`config.mk`:
```
export PLATFORM = sky130hd
export DESIGN_NAME = card_hand_dp
export DESIGN_NICKNAME = d
export VERILOG_FILES = /design/src/rtl/card_pkg.sv /design/src/rtl/card_gen.sv /design/src/rtl/card_hand_dp.sv
export SDC_FILE = /design/constraint.sdc
export NUM_CORES = 1
export LEC_CHECK = 0
export ABC_AREA = 1
export CAP_MARGIN = 20
export CORE_AREA = 2 2 92 67
export DETAILED_ROUTE_END_ITERATION = 10
export DIE_AREA = 0 0 94 69
export PLACE_DENSITY = 0.73
export REMOVE_ABC_BUFFERS = 1
export SLEW_MARGIN = 20
export SYNTH_ARGS = -nofsm -noshare
export SYNTH_HDL_FRONTEND = slang
export SYNTH_HIERARCHICAL = 1
export SYNTH_SLANG_ARGS = --single-unit
```
`constraint.sdc`:
```
create_clock -name slow_clock -period 2.3 [get_ports slow_clock]
set_clock_uncertainty 0.05 [all_clocks]
set_input_delay 0.46 -clock slow_clock [delete_from_list [all_inputs] [get_ports slow_clock]]
set_output_delay 0.46 -clock slow_clock [all_outputs]
set_load 0.01 [all_outputs]
```
`src/rtl/card_pkg.sv`:
```
// card_pkg: shared types, card constants, FSM state encoding and card helpers
// for the card-hand datapath.
//   card_t        4-bit card code (0 = empty, 1 = A, 2..10 pips, 11..13 J/Q/K)
//   state_t       request FSM states (IDLE, DRAW, UPDATE)
//   card_value()  scoring value of a card code (0..9)
//   add_mod10()   sum of two 0..9 values, reduced mod 10
package card_pkg;

    typedef logic [3:0] card_t;

    localparam card_t CARD_EMPTY = 4'd0;
    localparam card_t CARD_ACE   = 4'd1;
    localparam card_t CARD_KING  = 4'd13;

    typedef enum logic [1:0] {
        IDLE   = 2'd0,
        DRAW   = 2'd1,
        UPDATE = 2'd2
    } state_t;

    // Ace through nine count face value; ten and court cards count zero.
    function automatic logic [3:0] card_value(input card_t c);
        return (c >= CARD_ACE && c <= 4'd9) ? c : 4'd0;
    endfunction

    // Both operands are 0..9, so a single conditional subtract suffices.
    function automatic logic [3:0] add_mod10(input logic [3:0] a, input logic [3:0] b);
        logic [4:0] sum;
        sum = {1'b0, a} + {1'b0, b};
        return (sum >= 5'd10) ? 4'(sum - 5'd10) : sum[3:0];
    endfunction

endpackage

```
`src/rtl/card_gen.sv`:
```
// card_gen: free-running card generator cycling 1..13 (A..K).
// Ports:
//   clk     clock, rising edge
//   resetb  synchronous active-low reset; loads the ace
//   card    current card code, always within 1..13
module card_gen
    import card_pkg::*;
(
    input  logic  clk,
    input  logic  resetb,
    output card_t card
);

    // The >= comparison also recovers from any out-of-range value.
    always_ff @(posedge clk) begin
        if (!resetb || card >= CARD_KING) begin
            card <= CARD_ACE;
        end else begin
            card <= card + 4'd1;
        end
    end

endmodule

```
`src/rtl/card_hand_dp.sv`:
```
// card_hand_dp: parametrised card-hand datapath. Deal requests draw the
// current generator card and place it in the next free slot of the addressed
// hand while keeping a per-hand score (sum of card values mod 10).
// Ports:
//   slow_clock  clock, rising edge
//   resetb      synchronous active-low reset
//   clear       empties all hands, zeroes scores, aborts any in-flight request
//   deal_valid  deal request
//   deal_hand   target hand index
//   deal_ready  request can be accepted
//   done        one-cycle pulse when a request finishes
//   err         with done: request rejected (bad hand index or hand full)
//   card_out    card drawn by the last completed request
//   cards       packed slots, hand h slot s at [4*(h*CARDS_PER_HAND+s) +: 4]
//   scores      packed per-hand scores (0..9)
//   hand_full   bit h set when hand h has every slot filled
//   hex         (CARD_HAND_HEX_EN only) active-low 7-seg glyph per slot
// Optional feature macro: CARD_HAND_HEX_EN
//
// Handshake: a request transfers on a rising edge where deal_valid and
// deal_ready are both high; deal_hand is captured at that edge. deal_ready
// is high only in IDLE with clear low, and does not depend on deal_valid.
module card_hand_dp
    import card_pkg::*;
#(
    parameter int NUM_HANDS      = 2,
    parameter int CARDS_PER_HAND = 3,
    localparam int HAND_W        = (NUM_HANDS > 1) ? $clog2(NUM_HANDS) : 1
) (
    input  logic                                  slow_clock,
    input  logic                                  resetb,
    input  logic                                  clear,
    input  logic                                  deal_valid,
    input  logic [HAND_W-1:0]                     deal_hand,
    output logic                                  deal_ready,
    output logic                                  done,
    output logic                                  err,
    output card_t                                 card_out,
    output logic [4*NUM_HANDS*CARDS_PER_HAND-1:0] cards,
    output logic [4*NUM_HANDS-1:0]                scores,
    output logic [NUM_HANDS-1:0]                  hand_full
`ifdef CARD_HAND_HEX_EN
    ,
    output logic [7*NUM_HANDS*CARDS_PER_HAND-1:0] hex
`endif
);

    localparam int CNT_W = $clog2(CARDS_PER_HAND + 1);

    state_t              state;
    state_t              next_state;
    card_t               gen_card;
    card_t               lat_card;
    logic [HAND_W-1:0]   lat_hand;
    logic                err_flag;
    logic                reject;
    logic                accept;
    logic                wr_en;

    card_gen u_gen (
        .clk    (slow_clock),
        .resetb (resetb),
        .card   (gen_card)
    );

    assign deal_ready = (state == IDLE) && !clear;
    assign accept     = deal_valid && deal_ready;
    assign wr_en      = (state == UPDATE) && !err_flag;

    // Reject when the latched index names no hand or the named hand is full.
    always_comb begin
        logic in_range;
        logic sel_full;
        in_range = 1'b0;
        sel_full = 1'b0;
        for (int h = 0; h < NUM_HANDS; h++) begin
            if (lat_hand == HAND_W'(h)) begin
                in_range = 1'b1;
                sel_full = hand_full[h];
            end
        end
        reject = !in_range || sel_full;
    end

    always_comb begin
        next_state = state;
        case (state)
            IDLE:    if (accept) next_state = DRAW;
            DRAW:    next_state = UPDATE;
            UPDATE:  next_state = IDLE;
            default: next_state = IDLE;
        endcase
    end

    always_ff @(posedge slow_clock) begin
        if (!resetb) begin
            state    <= IDLE;
            done     <= 1'b0;
            err      <= 1'b0;
            card_out <= CARD_EMPTY;
            lat_hand <= '0;
            lat_card <= CARD_EMPTY;
            err_flag <= 1'b0;
        end else if (clear) begin
            // Abort silently; card_out keeps the last reported card.
            state <= IDLE;
            done  <= 1'b0;
            err   <= 1'b0;
        end else begin
            state <= next_state;
            done  <= (state == UPDATE);
            err   <= (state == UPDATE) && err_flag;
            if (accept) begin
                lat_hand <= deal_hand;
                lat_card <= gen_card;
            end
            if (state == DRAW) begin
                err_flag <= reject;
            end
            if (state == UPDATE) begin
                card_out <= lat_card;
            end
        end
    end

    for (genvar h = 0; h < NUM_HANDS; h++) begin : g_hand
        logic [CNT_W-1:0] fill;
        logic [3:0]       score;
        card_t            slot [CARDS_PER_HAND];
        logic             hit;

        assign hit = wr_en && (lat_hand == HAND_W'(h));

        always_ff @(posedge slow_clock) begin
            if (!resetb || clear) begin
                fill  <= '0;
                score <= 4'd0;
                for (int s = 0; s < CARDS_PER_HAND; s++) begin
                    slot[s] <= CARD_EMPTY;
                end
            end else if (hit) begin
                for (int s = 0; s < CARDS_PER_HAND; s++) begin
                    if (fill == CNT_W'(s)) begin
                        slot[s] <= lat_card;
                    end
                end
                fill  <= fill + CNT_W'(1);
                score <= add_mod10(score, card_value(lat_card));
            end
        end

        assign hand_full[h]     = (fill == CNT_W'(CARDS_PER_HAND));
        assign scores[4*h +: 4] = score;

        for (genvar s = 0; s < CARDS_PER_HAND; s++) begin : g_slot
            assign cards[4*(h*CARDS_PER_HAND+s) +: 4] = slot[s];
`ifdef CARD_HAND_HEX_EN
            logic [6:0] glyph;
            card7seg u_seg (
                .card (slot[s]),
                .seg7 (glyph)
            );
            // Empty slots blank the digit regardless of the glyph table.
            assign hex[7*(h*CARDS_PER_HAND+s) +: 7] =
                (slot[s] == CARD_EMPTY) ? 7'b1111111 : glyph;
`endif
        end
    end

endmodule

```
# [After elaboration in Yosys (flattened, before gate mapping)]
# Memories as Yosys holds them, arrays and structs flattened.
# Index checks and enable logic that the tools add are counted.
[word_totals] ff_bits=30 mem_bits_rw=24 wordCells=101 mem_count=2
[classes] n_addsub=7 order_cmp=5 n_eq_ne=9 n_mux=38 n_bitwise=9 n_reduce_logical=19
[memory_table] memory="g_hand[0].slot" depth=3 word_bits=4 read_ports=3 rd_ports_with_merged_regs=0 write_ports=3 line_no="card_hand_dp.sv:129" text="card_t slot [CARDS_PER_HAND];"
[memory_table] memory="g_hand[1].slot" depth=3 word_bits=4 read_ports=3 rd_ports_with_merged_regs=0 write_ports=3 line_no="card_hand_dp.sv:129"
[op_table] cell="$mux 4" count=9
[op_table] cell="$mux 1" count=27
[op_table] cell="$add 4x4->5" count=2
[op_table] cell="$eq 2x2->1 const B" count=5
[op_table] cell="$ge 5x4->1 const B" count=2
[op_table] cell="$sub 4x4->4 const B" count=2
[op_table] cell="$logic_and 1x1->1" count=7
[op_table] cell="$eq 2x1->1 const B" count=3
[op_table] cell="$logic_not 2->1" count=3
[op_table] cell="$or 1x1->1" count=6
[op_table] cell="$reduce_and 2->1" count=3
[op_table] cell="$add 2x1->2 const B" count=2
[op_table] cell="$add 4x1->4 const B" count=1
[op_table] cell="$ge 4x1->1 const B" count=1
[op_table] cell="$ge 4x4->1 const B" count=1
[op_table] cell="$le 4x4->1 const B" count=1
[op_table] cell="$pmux 2 s2" count=1
[op_table] cell="$logic_not 1->1" count=3
[op_table] cell="$not 1->1" count=3
[op_table] cell="$logic_or 1x1->1" count=2
[op_table] cell="$mux 2" count=1
[op_table] cell="$ne 2x2->1 const B" count=1
[op_table] cell="$reduce_or 2->1" count=1

# [Longest topological paths before layout]
[logic_depth] word_depth=7 mapped_depth=21 mapped_depth_nobuf=21

# [Modules after synthesis]
# The synthesis kept the hierarchy.
[by_module_without_submodules] module="card_hand_dp" n_inst=1 cells_each=268 area_per_inst_um2=2371.0
[by_module_without_submodules] module="card_gen" n_inst=1 cells_each=26 area_per_inst_um2=206.4

# [Worst setup path after synthesis]
# No wires, ideal clock.
[synth_timing] kind="flip-flop to flip-flop" from="register lat_card[1]" to="register g_hand[1].score[1]" setup_time_ns=0.113 arrival_time_ns=2.033 required_ns=2.137 setup_slack_ns=0.104 path_stages_with_launch=19 n_path_buf=0 path_cell_list="dfxtp_1 > inv_2 > nand2_2 > nand2_1 > nand2_2 > nand3_1 > nand2_1 > inv_1 > ha_1 > inv_1 > nand3_1 > and2_1 > ha_1 > nand2_1 > nand3_2 > nand2_1 > nor2_1 > o21ai_1 > inv_1"
[synth_between] elab_chain_cells=6 elab_cells_between_ends=8 cone_classes="add/sub (2); order compare (3); mux (2); reduce/logical (1)"
[synth_lines] item="start, declared" line_no="card_hand_dp.sv:53" text="card_t lat_card;"
[synth_lines] item="start signal, assigned" line_no="card_hand_dp.sv:115" text="lat_card <= gen_card;"
[synth_lines] item="$ge 4x1->1 or $le 4x4->1 (tied branches)" line_no="card_pkg.sv:23" text="return (c >= CARD_ACE && c <= 4'd9) ? c : 4'd0;"
[synth_lines] item="$logic_and 1x1->1" line_no="card_pkg.sv:23"
[synth_lines] item="$mux 4 (*)" line_no="card_pkg.sv:23"
[synth_lines] item="$add 4x4->5 (*)" line_no="card_pkg.sv:29" text="sum = {1'b0, a} + {1'b0, b};"
[synth_lines] item="$sub 4x4->4 or $ge 5x4->1 (tied branches)" line_no="card_pkg.sv:30" text="return (sum >= 5'd10) ? 4'(sum - 5'd10) : sum[3:0];"
[synth_lines] item="$mux 4 (*)" line_no="card_pkg.sv:30"
[synth_lines] item="end signal, assigned" line_no="card_hand_dp.sv:148" text="score <= add_mod10(score, card_value(lat_card));"
[synth_lines] item="end, declared" line_no="card_hand_dp.sv:128" text="logic [3:0] score;"
# Every way passes the cells marked *; elsewhere a longest branch is shown, timed or not.
# A chain may end at the register's enable or synchronous reset.

# [Final worst setup path]
[layout_timing] from="input port clear" to="output port deal_ready"
[layout_between] elab_chain_cells=2
[layout_lines] item="start, declared" line_no="card_hand_dp.sv:32" text="input logic clear,"
[layout_lines] item="$logic_not 1->1" line_no="card_hand_dp.sv:66" text="assign deal_ready = (state == IDLE) && !clear;"
[layout_lines] item="$logic_and 1x1->1" line_no="card_hand_dp.sv:66"
[layout_lines] item="end, declared" line_no="card_hand_dp.sv:35" text="output logic deal_ready,"
# No other way between the ends.

==> impl_results.md <==
* Final hold viol count at 0
* Reg2reg start: lat_card[2]$_SDFFE_PN0P_
* CP Cell Sequence: clkdlybuf4s50_1, nor3_1, clkdlybuf4s50_1
* Via count at roughly 2100
* TritonCTS clock tree: done
* Combinational fraction of design power at between 10% and 20%
* P_int at roughly 1.4 mW
* Final Max Tran Viols at 0
* Final Setup Violations at 0
* Reg2reg end: g_hand[1].score[1]$_SDFFE_PP0P_
* PortBufs at 45
* Fin cells at ~430
* FF-to-FF setup slack at ~0.11 ns
* Synthesized cell area at ~2600 sq um
* Hold_sp: err_flag$_SDFFE_PN0P_
* Top post-synthesis cells by area: edfxtp_1 (28%), dfxtp_1 (23%), ha_1 (10%)
* Yosys reg bits at 54
* Vias in the first global route at 1859
* DP Wirelength at just over 4000 um
* Tcrit/Tclk final at around 96%
* Global-route wire length before repair at 8670 um
* Crit path buf inv count at 2
* Hold Crit Class: reg2reg
* WP data arrival at ~1.7 ns
* Clk buf depth at 2
* ANT cells at 0
* Routed WL at roughly 5500 um
* DR iter-0 viols at between 100 and 150
* Worst hold margin at 0.429 ns
* Switching Share at around 26%
* WL/cell at approximately 13 um
* Hold Path End: err$_SDFF_PP0_
* Worst endpoint required time at roughly 1.8 ns
* Max Cap Violations at 0
* Number of synthesized flops with an enable pin at 24
* Design Area, Final at approximately 3400 sq um
* Startpoint types: primary input
* Post-synth ARST share at 0%
* Ys Warns at 6
* Hold path cells at 2
* FP Rows at 23
* Min Tclk post-route at 2.21 ns
* Psw at between 400 and 500 uW
* CP top delay family: buffers and inverters
* Cell variety after synth at 28
* Status: completed
* CTS clk-pin slew, worst paths at approximately 0.090 ns
* Area after DPL at about 3200 sq um
* H-tree Lvls at 2
* Area leader, netlist: edfxtp_1
* Ports at 46
* # hold bufs at CTS at 0
* PD cells at 537 nW/um^2
* Critical-path top delay cell: clkdlybuf4s50_1
* Area grow syn2layout at 32.6%
* Num Clock Sinks at 54
* Dpl cells at approximately 420
* Vias per cell at between 4 and 5
* Top FF cell, synth: dfxtp_1
* DRC violations left at 0
* R2R cell count at 14
* Mapped Cells at approximately 290
* Initial antenna violation count at 0
* Post-synth top area share at between 20 and 30%
* Crit end category: output port
* Seq pwr share at between 50% and 60%
* Least-Margin Pin Slew at between 0.4 and 0.5 ns
* RSZ-0062 raised after global routing: true
* Root buf cell: clkbuf_8
* Layout cells sized above 1 at 17.3%
* Most frequent cells in the layout: nand2_1 (48), clkdlybuf4s50_1 (45), inv_1 (38)
* Clk network pwr share at between 20% and 30%
* Initial DRT Pass Iterations at 5
* Die X at ~94 um
* Die H at between 60 and 70 um
* Total track usage at approximately 17%
* Routability cong. at approximately 0.85
* Critical-path maximum fanout at 4
* Initial Utilization at 45.9%
* Fin util at 60.9%
* Largest net degree at the start of global routing at 20
* Clk_lat worst skew at slightly above 0.3 ns
* LEAKAGE at approximately 1.5 nW
* Peak VDD IR at around 300 uV
* Sequential share of the synthesized area at 51.3%
* Worst path most repeated cell: clkdlybuf4s50_1
* Total CTS buffers at 5
* Core footprint at between 5000 and 6000 sq um
* Max Fclk at around 450 MHz
* Average size of a mapped cell at slightly below 9 sq um
* Design Power at approximately 1.8 mW
* CP Class: in2out
* Post-DRT Antenna Nets at 0
* Most common library cell in the layout ignoring fill and taps: nand2_1
* CP max stage delay at ~0.58 ns
* Die area at 6490 sq um
* Grt total ovfl at 0
* # nets final at roughly 380
* Worst relative slew slack at approximately 72%
## per-stage QoR
| stage | setup WS (ns) | setup TNS (ns) |
|---|---|---|
| after floorplan | 0.103 | 0 |
| after global placement | 0.0881 | 0 |
| after detailed placement | 0.0360 | 0 |
| after CTS | 0.0188 | 0 |
| after global routing | -0.0534 | -0.143 |
| final | 0.0852 | 0 |
## power by group through the flow
stage | registers (mW) | clock network [mW] | logic (mW)
floorplan | 1.08 | 0 | 0.104
global placement | 1.07 | 0 | 0.199
global route | 1.06 | 0.599 | 0.263
CTS | 1.05 | 0.557 | 0.206
detailed placement | 1.07 | 0 | 0.205
finish | 1.05 | 0.544 | 0.238
## worst register-to-register path, stage by stage, from the launching register on
cell and delay [ns]:
dfxtp_2 0.38, inv_2 0.05, buf_4 0.15, nor2_1 0.18, ha_1 0.33, nand3_1 0.15, and2_4 0.18, ha_4 0.14
nand2_2 0.05, nand3_2 0.07, nand2_2 0.06, nand2_1 0.07, nand2_1 0.05, o21ai_1 0.14, inv_1 0.05
## worst max path at each step
stage                                        start                               to  cells past startpoint
after floorplan           lat_card[1]$_SDFFE_PN0P_  g_hand[0].score[1]$_SDFFE_PP0P_                     20
after global placement                       clear                       deal_ready                      3
after detailed placement  lat_card[1]$_SDFFE_PN0P_  g_hand[1].score[2]$_SDFFE_PP0P_                     19
after CTS                 lat_card[3]$_SDFFE_PN0P_  g_hand[1].score[1]$_SDFFE_PP0P_                     20
after global routing      lat_card[1]$_SDFFE_PN0P_  g_hand[0].score[1]$_SDFFE_PP0P_                     21
final                                        clear                       deal_ready                      3
## final cells by class
cell class	count	area, sq um
multi-input cells	194	1170
clock inverters	3	26.3
fillers	522	2190
flip-flops and latches	54	1330
clock buffers	5	68.8
repair buffers	61	571
inverters	42	158
well taps	75	93.8
## sequential cells by signal, summed over array words and instances (netlist names)
name	cells
lat_card	4
err	1
done	1
lat_hand	1
card_out	4
g_hand.score	8
g_hand.slot	24
err_flag	1
u_gen/card	4
state	2
g_hand.fill	4
## per-layer routing
metal  up-vias  routed length (um)  global-route usage (%)
met4         0                  63                    4.35
li1       1092                   -                       -
met5         -                   0                       0
met3         8                 237                    3.61
met2        49                2410                    24.6
met1       935                2760                    25.4
## cell usage after synthesis, types with 2 or more instances
cell type,instances
edfxtp_1,24
nor3_1,2
o21ai_0,16
clkbuf_1,3
nor2_2,2
dfxtp_1,30
and2_1,2
nand3_1,20
nand2_2,5
nor2_1,28
nand4_1,3
inv_1,41
a31oi_1,2
nand3b_1,2
xor2_1,2
a21oi_1,20
o21ai_1,2
ha_1,21
nand2_1,58
o21bai_1,2
nand3_2,2
## cell families after synthesis
logic type | synth area share, %
compound gates | 9.37
xor+xnor | 1.02
fa+ha+maj | 10.2
buf+inv | 6.75
flops | 51.3
simple gates | 21.4
## timing repair
action	in CTS	in global routing
gates resized for setup	0	32
buffers inserted	0	5
endpoints found under the setup margin	0	6
(Power assumes the default switching activity.)
